<file path="src/rtl/fwd_ctrl_unit_pkg.sv">
// Shared select encodings and the per-stage destination tag used by the forwarding unit.
package fwd_pkg;

    localparam int TAG_AW = 5;

    localparam logic [1:0] FWD_RF    = 2'b00;
    localparam logic [1:0] FWD_EXMEM = 2'b01;
    localparam logic [1:0] FWD_MEMWB = 2'b10;
    localparam logic [1:0] FWD_POST  = 2'b11;

    typedef struct packed {
        logic              valid;
        logic [TAG_AW-1:0] rd;
        logic              reg_write;
        logic              mem_read;
    } stage_tag_t;

endpackage

</file>
<file path="src/rtl/fwd_ctrl_unit_if.sv">
// ID-stage instruction fields in, stall and EX operand-mux selects out.
interface fwd_ctrl_unit_if #(
    parameter int REG_AW = 5,
    parameter int CNT_W  = 16
);
    logic              id_valid;
    logic [REG_AW-1:0] id_rs1;
    logic [REG_AW-1:0] id_rs2;
    logic              id_use_rs1;
    logic              id_use_rs2;
    logic [REG_AW-1:0] id_rd;
    logic              id_reg_write;
    logic              id_mem_read;
    logic              flush;
    logic              stall;
    logic [1:0]        fwd_a_sel;
    logic [1:0]        fwd_b_sel;
    logic [CNT_W-1:0]  stall_cnt;

    modport master (
        output id_valid, id_rs1, id_rs2, id_use_rs1, id_use_rs2,
               id_rd, id_reg_write, id_mem_read, flush,
        input  stall, fwd_a_sel, fwd_b_sel, stall_cnt
    );

    modport slave (
        input  id_valid, id_rs1, id_rs2, id_use_rs1, id_use_rs2,
               id_rd, id_reg_write, id_mem_read, flush,
        output stall, fwd_a_sel, fwd_b_sel, stall_cnt
    );
endinterface

</file>
<file path="src/rtl/fwd_ctrl_unit_sel_prio.sv">
// Combinational youngest-first match of one source register against the EX/MEM/WB tags.
// Zero latency; also flags a load in EX that this source depends on.
module fwd_sel_prio
    import fwd_pkg::*;
#(
    parameter int REG_AW = TAG_AW
) (
    input  logic              use_src,
    input  logic [REG_AW-1:0] src,
    input  stage_tag_t        ex_tag,
    input  stage_tag_t        mem_tag,
    input  stage_tag_t        wb_tag,
    output logic [1:0]        sel,
    output logic              ld_hit
);
    logic src_nz;
    logic hit_ex;
    logic hit_mem;
    logic hit_wb;

    // x0 is hardwired, so a write to it must never be forwarded.
    assign src_nz  = |src;
    assign hit_ex  = ex_tag.valid  & ex_tag.reg_write  & (ex_tag.rd  == src) & src_nz;
    assign hit_mem = mem_tag.valid & mem_tag.reg_write & (mem_tag.rd == src) & src_nz;
    assign hit_wb  = wb_tag.valid  & wb_tag.reg_write  & (wb_tag.rd  == src) & src_nz;

    always_comb begin
        sel = FWD_RF;
        if (use_src) begin
            if (hit_ex) begin
                sel = FWD_EXMEM;
            end else if (hit_mem) begin
                sel = FWD_MEMWB;
            end else if (hit_wb) begin
                sel = FWD_POST;
            end
        end
    end

    assign ld_hit = use_src & hit_ex & ex_tag.mem_read;

    logic unused_mem_read;
    assign unused_mem_read = mem_tag.mem_read ^ wb_tag.mem_read;

endmodule

</file>
<file path="src/rtl/fwd_ctrl_unit.sv">
// Forwarding/hazard unit: tracks rd tags through EX/MEM/WB/POST, registers operand selects
// for the instruction entering EX (valid its first EX cycle); combinational one-cycle load-use stall.
module fwd_ctrl_unit
    import fwd_pkg::*;
#(
    parameter int REG_AW = TAG_AW,
    parameter int CNT_W  = 16
) (
    input logic            clk,
    input logic            rst_n,
    fwd_ctrl_unit_if.slave bus
);
    stage_tag_t       ex_tag;
    stage_tag_t       mem_tag;
    stage_tag_t       wb_tag;
    stage_tag_t       post_tag;
    stage_tag_t       id_entry;
    logic [1:0]       a_sel_nxt;
    logic [1:0]       b_sel_nxt;
    logic [1:0]       a_sel_q;
    logic [1:0]       b_sel_q;
    logic             a_ld_hit;
    logic             b_ld_hit;
    logic             stall_w;
    logic             id_live;
    logic [CNT_W-1:0] stall_cnt_q;

    fwd_sel_prio #(.REG_AW(REG_AW)) u_prio_a (
        .use_src (bus.id_use_rs1),
        .src     (bus.id_rs1),
        .ex_tag  (ex_tag),
        .mem_tag (mem_tag),
        .wb_tag  (wb_tag),
        .sel     (a_sel_nxt),
        .ld_hit  (a_ld_hit)
    );

    fwd_sel_prio #(.REG_AW(REG_AW)) u_prio_b (
        .use_src (bus.id_use_rs2),
        .src     (bus.id_rs2),
        .ex_tag  (ex_tag),
        .mem_tag (mem_tag),
        .wb_tag  (wb_tag),
        .sel     (b_sel_nxt),
        .ld_hit  (b_ld_hit)
    );

    // Flush outranks the load-use stall: a killed instruction has no hazard.
    assign stall_w = bus.id_valid & ~bus.flush & (a_ld_hit | b_ld_hit);
    assign id_live = bus.id_valid & ~bus.flush & ~stall_w;

    always_comb begin
        id_entry           = '0;
        id_entry.valid     = id_live;
        id_entry.rd        = bus.id_rd;
        id_entry.reg_write = bus.id_reg_write;
        id_entry.mem_read  = bus.id_mem_read;
    end

    // Older stages always advance; a stall only turns the EX slot into a bubble.
    always_ff @(posedge clk or negedge rst_n) begin
        if (!rst_n) begin
            ex_tag   <= '0;
            mem_tag  <= '0;
            wb_tag   <= '0;
            post_tag <= '0;
            a_sel_q  <= FWD_RF;
            b_sel_q  <= FWD_RF;
        end else begin
            post_tag <= wb_tag;
            wb_tag   <= mem_tag;
            mem_tag  <= ex_tag;
            ex_tag   <= id_entry;
            if (id_live) begin
                a_sel_q <= a_sel_nxt;
                b_sel_q <= b_sel_nxt;
            end else begin
                a_sel_q <= FWD_RF;
                b_sel_q <= FWD_RF;
            end
        end
    end

    always_ff @(posedge clk or negedge rst_n) begin
        if (!rst_n) begin
            stall_cnt_q <= '0;
        end else if (stall_w && (stall_cnt_q != {CNT_W{1'b1}})) begin
            stall_cnt_q <= stall_cnt_q + CNT_W'(1);
        end
    end

    // The POST tag mirrors the write-back register beside the datapath; no select reads it.
    logic unused_post;
    assign unused_post = ^post_tag;

    assign bus.stall     = stall_w;
    assign bus.fwd_a_sel = a_sel_q;
    assign bus.fwd_b_sel = b_sel_q;
    assign bus.stall_cnt = stall_cnt_q;

endmodule

</file>
<file path="src/flat_wrapper.sv">
// flat-port wrapper written by rule: the top's interface ports become plain ports
module fwd_ctrl_unit_flat import fwd_pkg::*;
#(
    parameter int REG_AW = TAG_AW,
    parameter int CNT_W  = 16
)
  (clk, rst_n, bus_id_valid, bus_id_rs1, bus_id_rs2, bus_id_use_rs1, bus_id_use_rs2, bus_id_rd, bus_id_reg_write, bus_id_mem_read, bus_flush, bus_stall, bus_fwd_a_sel, bus_fwd_b_sel, bus_stall_cnt);
  fwd_ctrl_unit_if #(.REG_AW(REG_AW), .CNT_W(CNT_W)) bus_i ();
  input logic clk;
  input logic rst_n;
  input wire logic [$bits(bus_i.id_valid)-1:0] bus_id_valid;
  input wire logic [$bits(bus_i.id_rs1)-1:0] bus_id_rs1;
  input wire logic [$bits(bus_i.id_rs2)-1:0] bus_id_rs2;
  input wire logic [$bits(bus_i.id_use_rs1)-1:0] bus_id_use_rs1;
  input wire logic [$bits(bus_i.id_use_rs2)-1:0] bus_id_use_rs2;
  input wire logic [$bits(bus_i.id_rd)-1:0] bus_id_rd;
  input wire logic [$bits(bus_i.id_reg_write)-1:0] bus_id_reg_write;
  input wire logic [$bits(bus_i.id_mem_read)-1:0] bus_id_mem_read;
  input wire logic [$bits(bus_i.flush)-1:0] bus_flush;
  output wire logic [$bits(bus_i.stall)-1:0] bus_stall;
  output wire logic [$bits(bus_i.fwd_a_sel)-1:0] bus_fwd_a_sel;
  output wire logic [$bits(bus_i.fwd_b_sel)-1:0] bus_fwd_b_sel;
  output wire logic [$bits(bus_i.stall_cnt)-1:0] bus_stall_cnt;
  assign bus_i.id_valid = bus_id_valid;
  assign bus_i.id_rs1 = bus_id_rs1;
  assign bus_i.id_rs2 = bus_id_rs2;
  assign bus_i.id_use_rs1 = bus_id_use_rs1;
  assign bus_i.id_use_rs2 = bus_id_use_rs2;
  assign bus_i.id_rd = bus_id_rd;
  assign bus_i.id_reg_write = bus_id_reg_write;
  assign bus_i.id_mem_read = bus_id_mem_read;
  assign bus_i.flush = bus_flush;
  assign bus_stall = bus_i.stall;
  assign bus_fwd_a_sel = bus_i.fwd_a_sel;
  assign bus_fwd_b_sel = bus_i.fwd_b_sel;
  assign bus_stall_cnt = bus_i.stall_cnt;
  fwd_ctrl_unit #(.REG_AW(REG_AW), .CNT_W(CNT_W)) u_core (.clk(clk), .rst_n(rst_n), .bus(bus_i));
endmodule
</file>
<file path="config.mk">
export PLATFORM = sky130hd
export DESIGN_NAME = fwd_ctrl_unit_flat
export DESIGN_NICKNAME = d
export VERILOG_FILES = /design/src/rtl/fwd_ctrl_unit_pkg.sv /design/src/rtl/fwd_ctrl_unit_if.sv /design/src/rtl/fwd_ctrl_unit_sel_prio.sv /design/src/rtl/fwd_ctrl_unit.sv /design/src/flat_wrapper.sv
export SDC_FILE = /design/constraint.sdc
export NUM_CORES = 1
export LEC_CHECK = 0
export BUFFER_PORTS_ARGS = -buffer_cell sky130_fd_sc_hd__buf_2
export CAP_MARGIN = 20
export CORE_MARGIN = 2
export CORE_UTILIZATION = 40
export DETAILED_ROUTE_END_ITERATION = 7
export PLACE_DENSITY = 0.69
export SLEW_MARGIN = 25
export SYNTH_ARGS = -nofsm -noshare
export SYNTH_HDL_FRONTEND = slang
export SYNTH_SLANG_ARGS = --single-unit
</file>
<file path="constraint.sdc">
create_clock -name clk -period 5.6 [get_ports clk]
set_clock_uncertainty 0.1 [all_clocks]
set_input_delay 0.84 -clock clk [delete_from_list [all_inputs] [get_ports clk]]
set_output_delay 0.84 -clock clk [all_outputs]
set_load 0.05 [all_outputs]
</file>
---- Yosys cells after proc, flatten, opt, wreduce, memory -nomap -nowiden ----
Index checks and enable logic that the tools add are counted.
Widths: inputs -> output; s select.
cells by class
  divide/modulo/power cells ............... 0
  bitwise gates (word level) .............. 25
  reduce and logical (&&, ||, !) cells .... 3
  equality and inequality tests ........... 7
  magnitude comparators ................... 0
  $add $sub $neg .......................... 1
  multiplexer cells ....................... 10
  multiply operators ...................... 0
  shifts and indexed selects .............. 0
operators by type and width
  cell                   count
  $eq 5x5->1             6
  $and 1x1->1            22
  $mux 2                 10
  $add 16x1->16 const B  1
  $ne 16x16->1 const B   1
  $reduce_or 5->1        2
  $not 1->1              2
  $logic_and 1x1->1      1
  $or 1x1->1             1
storage, ports and cells
  ROM bits ................................ 0
  bits of input ports ..................... 23
  memories kept ........................... 0
  latch bits .............................. 0
  RAM bits ................................ 0
  register bits ........................... 42
  output and inout bits ................... 21

---- Depth between registers and ports, before layout ----
  depth after elaboration ................. 10
  mapped depth ............................ 7
  gate-level depth less buffers ........... 6

---- By module ----
Synthesis repeated with hierarchy kept, for this count alone.
unflattened totals
  cell total of the unflattened synthesis .. 181
  area, all modules ....................... 2,122.0 um2
modules (own cells, without submodules)
  module         cells an instance  area each (um2)  times used  seq. area each (um2)
  fwd_ctrl_unit  109                1,561.5          1           1,101.1
  fwd_sel_prio   36                 280.3            2           0.0

---- Worst setup path before layout ----
Ideal clock, no wire load.
  path type ............................... in2out
  from .................................... input port bus_id_rs1[1]
  to ...................................... output port bus_stall
  data required time ...................... 4.660 ns
  buffers on the path ..................... 1
  stages on the path ...................... 6
  data arrival time ....................... 2.311 ns
  setup slack ............................. 2.349 ns
  path through ............................ xnor2_1 nand4_1 nor3_1 a21oi_4 buf_6 nor2_1
on the way
  longest elaborated chain between the ends .. 7
RTL lines
  what                           RTL line                      source
  start, declared                flat_wrapper.sv:12            input wire logic [$bits(bus_i.id_rs1)-1:0] bus_id_rs1;
  $eq 5x5->1                     fwd_ctrl_unit_sel_prio.sv:23  assign hit_ex = ex_tag.valid & ex_tag.reg_write & (ex_tag.rd == src) & src_nz;
  $and 1x1->1                    fwd_ctrl_unit_sel_prio.sv:23
  $and 1x1->1 (*)                fwd_ctrl_unit_sel_prio.sv:23
  $and 1x1->1 (*) (2 in series)  fwd_ctrl_unit_sel_prio.sv:40  assign ld_hit = use_src & hit_ex & ex_tag.mem_read;
  $or 1x1->1 (*)                 fwd_ctrl_unit.sv:49           assign stall_w = bus.id_valid & ~bus.flush & (a_ld_hit | b_ld_hit);
  $and 1x1->1 (*)                fwd_ctrl_unit.sv:49
  end, declared                  flat_wrapper.sv:20            output wire logic [$bits(bus_i.stall)-1:0] bus_stall;
Mark *: on every way between the ends. The rest lies on a longest branch, timed or not.

---- Final worst setup path ----
Same ends and word-level chain as after synthesis.

==> flow_summary.json <==
{
  "dieArea_sq_um": 5500,
  "cellLeakagePower_nw": 1.14,
  "rsz0062_at_grt": "false",
  "grtUsageTotal": 0.156,
  "end_kind": "output pin",
  "crit_required_ns": 4.66,
  "synth-warning-count": 0,
  "r2r_cells": 6,
  "cts-resized-gates": 0,
  "synth.area.top_cells": "dfrtp_1, xnor2_1, xor2_1",
  "crit_type": "in2out",
  "start_kind": "input port",
  "synth_nets": 194,
  "setup_violations": 0,
  "syn_avg_cell_area_sq_um": 11.6,
  "netlist_area_sq_um": 1970,
  "gr-total-overflow": 0,
  "clockRootBuffer": "clkbuf_8",
  "syn_inst": 170,
  "vias": 1406,
  "core_sq_um": 4720,
  "wl_per_cell_um": 13.6,
  "timing.final.crit_share": 0.618,
  "postCtsHoldBufs": 0,
  "grt_max_degree": 43,
  "finalHoldWorstSlack_ns": 0.304,
  "drt_drc_violations_left": 0,
  "min_path_type": "in2async",
  "layoutNonFillerInstCount": 287,
  "start_util": 0.417,
  "ant_nets": 0,
  "fmax_mhz": 289,
  "grt_first_pass_wirelength_um": 6470,
  "slew_headroom": 0.531,
  "arrival_ns": 2.52,
  "gp_routability_congestion": 0.899,
  "synth_cell_type_count": 33,
  "tightest_slew_ns": 0.695,
  "worstPathMaxFanout": 17,
  "yosysTopAreaCellShare": 0.534,
  "seq_area_frac_synth": 0.534,
  "numCtsBuffers": 5,
  "routed_wirelength_um": 3900,
  "cts_sinks": 42,
  "maxSlewViolCount": 0,
  "layout-drive-gt1-share": 0.277,
  "dr.pass1.iters": 4,
  "die_w_um": 74.1,
  "cts_setup_buffers": 0,
  "final_hold_viol_count": 0,
  "antenna_found_initial": 0,
  "die_h_um": 74.1,
  "io_pins": 44,
  "placedCellCount": 278,
  "clk_path_buf_depth": 2,
  "numPortBuffers": 43,
  "viasPerCell": 4.90,
  "dp_hpwl_um": 2930,
  "row_count": 25,
  "clk_latency_ns": 0.29,
  "ir_drop_mv": 0.129,
  "yosys.area.top_type": "dfrtp_1",
  "cts_tree": "built",
  "path_clk_slew_ns": 0.08,
  "h-tree-depth": 2,
  "cap_violations": 0,
  "synth_seq_cells": 42,
  "insertedDiodeCount": 0,
  "finalPower_mw": 0.605,
  "area_delta_synth_final_pct": 21.0,
  "finalCriticalPeriod_ns": 3.46,
  "finalSetupTns_ns": 0,
  "power_density_nw_per_um2": 254,
  "drtIter0Drc": 69,
  "fin_nets": 243,
  "run_status": "completed",
  "grt_pass1_vias": 1302
}
-- power breakdown --
part | leakage, nW | switching (mW) | total, mW | internal (mW)
combinational | 0.544 | 0.0261 | 0.0496 | 0.0235
clock | 0.0579 | 0.104 | 0.235 | 0.131
sequential | 0.534 | 0.00879 | 0.320 | 0.311
-- per-layer routing --
| layer | vias up | share of wire | GRT usage |
|---|---|---|---|
| met5 | - | 0 | 0 |
| met4 | 0 | 0.011 | 0.0545 |
| met3 | 2 | 0.047 | 0.0420 |
| met2 | 36 | 0.46 | 0.231 |
| met1 | 668 | 0.48 | 0.220 |
| li1 | 700 | - | - |
-- final cells by class --
class / count / area (sq um)
clock inverters: 3 / 40.0
multi-input cells: 124 / 895
repair buffers: 44 / 235
well taps: 67 / 83.8
flip-flops and latches: 42 / 1050
fillers: 408 / 2340
inverters: 2 / 7.51
clock buffers: 5 / 68.8
-- cell usage after synthesis --
master    instances
a21oi_4           1
and2_0            1
and3_1            5
and4_1            1
buf_1             1
buf_6             1
dfrtp_1          42
ha_1              1
inv_1             2
mux2_1            1
mux2_4            1
nand2_1           8
nand3_1           9
nand4_1          12
nor2_1            6
nor2_2            1
nor2_4            1
nor2b_1           1
nor3_1           13
nor3_2            2
nor4_1            4
nor4_2            1
o211a_1           1
o21a_2            1
o21ai_0           1
o311ai_0          1
o31a_1            1
o31ai_1           1
or3_1             1
or4_1             3
or4_4             1
xnor2_1          29
xor2_1           15
-- flip-flops by register name, summed over array words and instances, names as in the netlist --
name,count
u_core.bus.fwd_a_sel,2
u_core.bus.fwd_b_sel,2
u_core.bus.stall_cnt,16
u_core.ex_tag,8
u_core.mem_tag,7
u_core.wb_tag,7
-- through the flow --
step                setup slack (ns)   util  area, sq um
floorplan                       2.35      -         1970
global placement                2.16  0.477         2250
detailed placement              2.12  0.477         2250
CTS                             2.13  0.500         2360
global route                    2.00  0.504         2380
finish                          2.14  0.504         2380
-- cell families (layout without fill, tap and decap cells) --
| kind of cell | after synthesis | after routing | synth area share |
|---|---|---|---|
| buffers and inverters | 4 | 54 | 0.0114 |
| AOI/OAI and AO/OA | 7 | 7 | 0.0331 |
| and+or+nand+nor | 70 | 70 | 0.206 |
| xor gates and xnor gates | 44 | 44 | 0.196 |
| adders and majority gates | 1 | 1 | 0.00636 |
| DFF | 42 | 42 | 0.534 |
| muxes | 2 | 2 | 0.0133 |
-- final timing paths --
check / startpoint / endpoint / slack [ns]
min: rst_n / u_core.mem_tag[4] / 0.30
max: bus_id_rs1[1] / bus_stall / 2.14
max reg2reg: u_core.ex_tag[3] / u_core.bus.stall_cnt[12] / 3.40
max in group asynchronous: rst_n / u_core.bus.fwd_b_sel[1] / 4.66
min in group clk: u_core.mem_tag[2] / u_core.wb_tag[2] / 0.33
min reg2reg: u_core.mem_tag[2] / u_core.wb_tag[2] / 0.33
-- critical path: stages --
cell and delay, ns:
buf_2 0.13, or4_1 0.55, nor2_2 0.19, nor3_1 0.10
a21oi_4 0.38, nor2_1 0.09, buf_2 0.22
-- layout by cell type, fill, tap and decap left out, types with 5 or more instances in the layout --
master / n
xnor2_1: 29
nand3_1: 9
nor3_1: 13
and3_1: 5
nor2_1: 6
nand2_1: 8
buf_2: 43
nand4_1: 12
clkbuf_8: 5
dfrtp_1: 42
xor2_1: 15
Power figures use the tool's default switching activity.
